--- src/rtl/usr_pkg.sv ---
// Shared definitions for the universal shift register command path:
// op codes, sequencer state encoding and a small op-class helper.
package usr_pkg;

  localparam logic [2:0] USR_SISO = 3'd0;
  localparam logic [2:0] USR_SIPO = 3'd1;
  localparam logic [2:0] USR_PIPO = 3'd2;
  localparam logic [2:0] USR_PISO = 3'd3;
  localparam logic [2:0] USR_ROL  = 3'd4;
  localparam logic [2:0] USR_ROR  = 3'd5;
  localparam logic [2:0] USR_LS   = 3'd6;
  localparam logic [2:0] USR_RS   = 3'd7;

  typedef enum logic [2:0] {
    ST_IDLE  = 3'd0,
    ST_LOAD  = 3'd1,
    ST_SHIFT = 3'd2,
    ST_EXEC  = 3'd3,
    ST_DONE  = 3'd4
  } usr_state_e;

  // Ops 0..3 need a load cycle before they act; 4..7 act on the register contents directly.
  function automatic logic op_needs_load(input logic [2:0] op);
    return ~op[2];
  endfunction

endpackage

--- src/rtl/usr_sin_serializer.sv ---
// Holds the captured operand and walks a bit index over it, LSB first,
// exposing the current bit, the following bit and a registered last-bit flag.
module usr_sin_serializer
  import usr_pkg::*;
#(
  parameter int n = 4
) (
  input  logic         i_clk,
  input  logic         i_rst,
  input  logic         i_capture,
  input  logic [n-1:0] i_data,
  input  logic         i_advance,
  output logic         o_bit,
  output logic         o_next_bit,
  output logic         o_last
);

  localparam int CNT_W = $clog2(n + 1);
  localparam logic [CNT_W-1:0] PRE_LAST_IDX = CNT_W'(n - 2);

  logic [n-1:0]     r_operand;
  logic [CNT_W-1:0] r_count;
  logic             r_last;
  logic [n-1:0]     w_sel_cur;
  logic [n-1:0]     w_sel_next;

  always_ff @(posedge i_clk or posedge i_rst) begin
    if (i_rst) begin
      r_operand <= '0;
      r_count   <= '0;
      r_last    <= 1'b0;
    end else if (i_capture) begin
      r_operand <= i_data;
      r_count   <= '0;
      r_last    <= 1'b0;
    end else if (i_advance && !r_last) begin
      r_count <= r_count + 1'b1;
      r_last  <= (r_count == PRE_LAST_IDX);
    end
  end

  // One-hot bit pickers keep the index compare width-exact for any n.
  for (genvar gi = 0; gi < n; gi++) begin : g_pick
    assign w_sel_cur[gi] = (r_count == CNT_W'(gi));
    if (gi == 0) begin : g_first
      assign w_sel_next[gi] = 1'b0;
    end else begin : g_rest
      assign w_sel_next[gi] = (r_count == CNT_W'(gi - 1));
    end
  end

  assign o_bit      = |(r_operand & w_sel_cur);
  assign o_next_bit = |(r_operand & w_sel_next);
  assign o_last     = r_last;

endmodule

--- src/rtl/usr_op_sequencer.sv ---
// Command stage for the universal shift register: accepts one op per handshake
// and plays out the sel/ctrl/pin/sin cycle sequence that op needs, then pulses done.
module usr_op_sequencer
  import usr_pkg::*;
#(
  parameter int n = 4
) (
  input  logic         i_clk,
  input  logic         i_rst,
  input  logic         i_req_valid,
  output logic         o_req_ready,
  input  logic [2:0]   i_req_op,
  input  logic [n-1:0] i_req_data,
  input  logic         i_abort,
  output logic [2:0]   o_usr_sel,
  output logic         o_usr_ctrl,
  output logic [n-1:0] o_usr_pin,
  output logic         o_usr_sin,
  output logic         o_busy,
  output logic         o_done,
  output logic [2:0]   o_done_op
);

  usr_state_e   r_state;
  logic [2:0]   r_op;
  logic [2:0]   r_sel;
  logic         r_ctrl;
  logic [n-1:0] r_pin;
  logic         r_sin;
  logic         r_busy;
  logic         r_done;
  logic [2:0]   r_done_op;

  logic w_accept;
  logic w_advance;
  logic w_bit;
  logic w_next_bit;
  logic w_last;

  assign o_req_ready = (r_state == ST_IDLE) && !i_abort;
  assign w_accept    = o_req_ready && i_req_valid;
  assign w_advance   = (r_state == ST_SHIFT) && !i_abort && !w_last;

  usr_sin_serializer #(.n(n)) u_ser (
    .i_clk      (i_clk),
    .i_rst      (i_rst),
    .i_capture  (w_accept),
    .i_data     (i_req_data),
    .i_advance  (w_advance),
    .o_bit      (w_bit),
    .o_next_bit (w_next_bit),
    .o_last     (w_last)
  );

  // Every branch starts from the idle output values; only live-op transitions override them.
  always_ff @(posedge i_clk or posedge i_rst) begin
    if (i_rst) begin
      r_state   <= ST_IDLE;
      r_op      <= '0;
      r_sel     <= '0;
      r_ctrl    <= 1'b0;
      r_pin     <= '0;
      r_sin     <= 1'b0;
      r_busy    <= 1'b0;
      r_done    <= 1'b0;
      r_done_op <= '0;
    end else begin
      r_ctrl    <= 1'b0;
      r_pin     <= '0;
      r_sin     <= 1'b0;
      r_busy    <= 1'b0;
      r_done    <= 1'b0;
      r_done_op <= '0;
      case (r_state)
        ST_IDLE: begin
          if (w_accept) begin
            r_op   <= i_req_op;
            r_sel  <= i_req_op;
            r_pin  <= i_req_data;
            r_busy <= 1'b1;
            r_state <= op_needs_load(i_req_op) ? ST_LOAD : ST_EXEC;
          end
        end
        ST_LOAD: begin
          if (i_abort) begin
            r_state <= ST_IDLE;
          end else begin
            r_ctrl <= 1'b1;
            r_pin  <= r_pin;
            r_busy <= 1'b1;
            if (r_op == USR_PIPO) begin
              r_state <= ST_EXEC;
            end else begin
              r_sin   <= w_bit;
              r_state <= ST_SHIFT;
            end
          end
        end
        ST_SHIFT: begin
          if (i_abort) begin
            r_state <= ST_IDLE;
          end else if (w_last) begin
            r_busy    <= 1'b1;
            r_done    <= 1'b1;
            r_done_op <= r_op;
            r_state   <= ST_DONE;
          end else begin
            r_ctrl <= 1'b1;
            r_pin  <= r_pin;
            r_sin  <= w_next_bit;
            r_busy <= 1'b1;
          end
        end
        ST_EXEC: begin
          if (i_abort) begin
            r_state <= ST_IDLE;
          end else begin
            r_busy    <= 1'b1;
            r_done    <= 1'b1;
            r_done_op <= r_op;
            r_state   <= ST_DONE;
          end
        end
        ST_DONE: begin
          r_state <= ST_IDLE;
        end
        default: begin
          r_state <= ST_IDLE;
        end
      endcase
    end
  end

  assign o_usr_sel  = r_sel;
  assign o_usr_ctrl = r_ctrl;
  assign o_usr_pin  = r_pin;
  assign o_usr_sin  = r_sin;
  assign o_busy     = r_busy;
  assign o_done     = r_done;
  assign o_done_op  = r_done_op;

endmodule

--- config.mk ---
export PLATFORM = sky130hd
export DESIGN_NAME = usr_op_sequencer
export DESIGN_NICKNAME = d
export VERILOG_FILES = /design/src/rtl/usr_pkg.sv /design/src/rtl/usr_sin_serializer.sv /design/src/rtl/usr_op_sequencer.sv
export SDC_FILE = /design/constraint.sdc
export NUM_CORES = 1
export LEC_CHECK = 0
export CORE_AREA = 4 4 62 64
export DETAILED_ROUTE_END_ITERATION = 8
export DIE_AREA = 0 0 66 68
export GPL_TIMING_DRIVEN = 0
export HOLD_SLACK_MARGIN = 0.15
export SYNTH_ARGS = -nofsm -noshare
export SYNTH_HDL_FRONTEND = slang
export SYNTH_HIERARCHICAL = 1
export SYNTH_SLANG_ARGS = --single-unit
--- constraint.sdc ---
create_clock -name i_clk -period 2.4 [get_ports i_clk]
set_input_delay 0.36 -clock i_clk [delete_from_list [all_inputs] [get_ports i_clk]]
set_output_delay 0.36 -clock i_clk [all_outputs]
set_load 0.005 [all_outputs]
==> impl_metrics.yaml <==
run_status:
  status: "finished, final reports clean"
clock_tree:
  cts_made_buffers: 3
  htreeDepth: 1
  clock_path_buffers: 2
  post_cts_buffers: 0
  clk_latency_ps: 320
  cts_resized: 0
  cts_sinks: 25
  clkTransAtPathRegs_ps: 130
  tritoncts: "yes"
  cts_root_buffer: "clkbuf_4"
  cts_hold_buf: 0
placement:
  gp_congestion: 0.755
  pre_cts_slack_ps: 23.3
  dp_hpwl_um: 1590
  io_buffer_count: 25
  place_area_um2: 1430
global_routing:
  grtUsageTotal: 0.107
  grt_antenna_before_repair: 0
  overflow: 0
  grt_max_degree: 18
  grt_first_pass_wirelength_um: 3590
  grt_pass1_vias: 794
timing:
  fin_crit_ps: 2150
  worst_pin_slew_ps: 614
  min_period_over_period: 0.896
  layout_setup_ws_ps: 251
  max_freq_ghz: 0.465
  hold_slack_ps: 306
  grt_setup_unrepaired: "no"
  drv_slew: 0
  setup_viol: 0
  tns_ps: 0
  finalHoldViolations: 0
  clock_skew_ps: 10.7
  slew_headroom: 0.590
route:
  vias: 765
  drt-pass1-iter-count: 4
  ant_nets: 0
  drtIter0Drc: 26
  wl_per_cell_um: 13.0
  drc: 0
  finalWirelength_um: 2120
  viasPerCell: 4.69
cells_and_area:
  fin_nets: 134
  synthToLayoutAreaGrowth_pct: 30.1
  final_util: 0.445
  nFillCells: 327
  finalInstanceArea_um2: 1460
  most-common-layout-cells: "clkdlybuf4s50_1, dfrtp_1, nor2_1, mux2_2"
  antenna_cells: 0
  drive_gt1_frac: 0.171
synth:
  ys_seq_area_frac: 0.557
  synth-seq-cells: 25
  synth_area_leaders: "dfrtp_1, mux2_2, ha_1"
  synth_edf_count: 0
  ys_types: 26
  synthArstFlopShare: 1.00
  syn_area_um2: 1120
  syn_nets: 104
  avgSynthCellArea_um2: 12.8
  syn_inst: 88
  synth_ff_type: "dfrtp_1"
  synth_top_area_share: 0.557
  ys_warn_count: 6
  synth_top_cell_by_area: "dfrtp_1"
power_and_ir_drop:
  power.density_nw_per_um2: 729
  peakVddDrop_uv: 367
  p_leak_nw: 0.629
worst_hold_path:
  hold_path.class: "in2async"
critical_path:
  cp_slowest_stage_delay_ps: 530
  crit_path_cell_trace: "clkdlybuf4s50_1, or2_1, buf_6, nor3_1, clkdlybuf4s50_1"
  cp_slowest_cell: "clkdlybuf4s50_1"
  path_max_fanout: 10
  required_ps: 2040
  worstSetupEndpointType: "primary output"
  setup.worst_path.class: "in2out"
  startpoint_type: "primary input"
  cp.arrival_ps: 1790
  cpMostUsedCell: "clkdlybuf4s50_1"
die:
  die_w_um: 66
  die_h_um: 68
  coreArea_um2: 3280
  die_area_um2: 4490
  io_pins: 26
  fp-row-count: 21
  initial_utilization: 0.342
job:
  max_cap_viol_count: 0
report_power, final:
| group | total (mW) | switching [mW] | internal [mW] |
|---|---|---|---|
| clock | 0.190 | 0.126 | 0.0637 |
| sequential | 0.548 | 0.0574 | 0.491 |
| combinational | 0.327 | 0.138 | 0.189 |
| total | 1.07 | 0.322 | 0.744 |
per-stage QoR:
step / power [mW] / std cells
finish: 1.07 / 163
global route: 1.15 / 163
CTS: 1.08 / 163
detailed placement: 0.886 / 159
global placement: 0.873 / 159
floorplan: 0.755 / 88
cells by family after synthesis:
| group | share of synthesized area |
|---|---|
| mux | 0.0880 |
| simple gates | 0.148 |
| compound gates | 0.0902 |
| fa+ha+maj | 0.0557 |
| flops | 0.557 |
| xor+xnor | 0.00780 |
| buf+inv | 0.0535 |
cell usage after synthesis, drive strengths merged (2+ instances only):
library cell / number
dfrtp: 25
nor2: 9
mux2: 7
ha: 5
inv: 5
a22o: 4
buf: 4
a21oi: 3
and2: 3
nor3: 3
nor3b: 3
a222oi: 2
mux2i: 2
or3b: 2
final timing paths:
kind / start / endpoint / slack (ps) / cells after the start
worst max register to register: r_state[2]$_DFFE_PP0P_ / u_ser/r_operand[1]$_DFFE_PP0P_ / 420 / 5
min in group i_clk: o_usr_pin[0]$_DFFE_PP0P_ / o_usr_pin[0]$_DFFE_PP0P_ / 520 / 1
worst max-delay path: i_abort / o_req_ready / 250 / 5
max in group asynchronous: i_rst / o_usr_pin[2]$_DFFE_PP0P_ / 1570 / 2
worst min-delay path: i_rst / u_ser/r_count[2]$_DFFE_PP0P_ / 310 / 2
worst min register to register: o_usr_pin[0]$_DFFE_PP0P_ / o_usr_pin[0]$_DFFE_PP0P_ / 520 / 1
routing by layer:
layer,GRT usage,up-vias,routed length (um)
li1,-,364,-
met1,0.118,370,913
met2,0.185,26,1030
met3,0.0476,5,150
met4,0.0355,0,31
met5,0,-,0
registers in the layout (all words and copies together), names as in the netlist:
signal           cells
u_ser/o_last         1
u_ser/r_operand      4
o_usr_sel            3
u_ser/r_count        3
o_usr_sin            1
o_usr_pin            4
r_state              3
o_usr_ctrl           1
o_done               1
o_done_op            3
o_busy               1
worst max-delay path, delay by kind of cell:
kind	cells	cell delay [ps]
simple gates	2	370
buf+inv	3	1070
cell type report:
cell class / instances / area, um2 / area share
multi-input combinational: 54 / 438 / 0.300
tap: 46 / 57.6 / 0.0394
buffer: 4 / 41.3 / 0.0283
clock buffer: 3 / 22.5 / 0.0154
clock inverter: 1 / 7.51 / 0.00514
timing repair buffer: 25 / 250 / 0.171
inverter: 5 / 18.8 / 0.0128
sequential: 25 / 626 / 0.428
No activity file was read; power rests on OpenSTA's default activity.
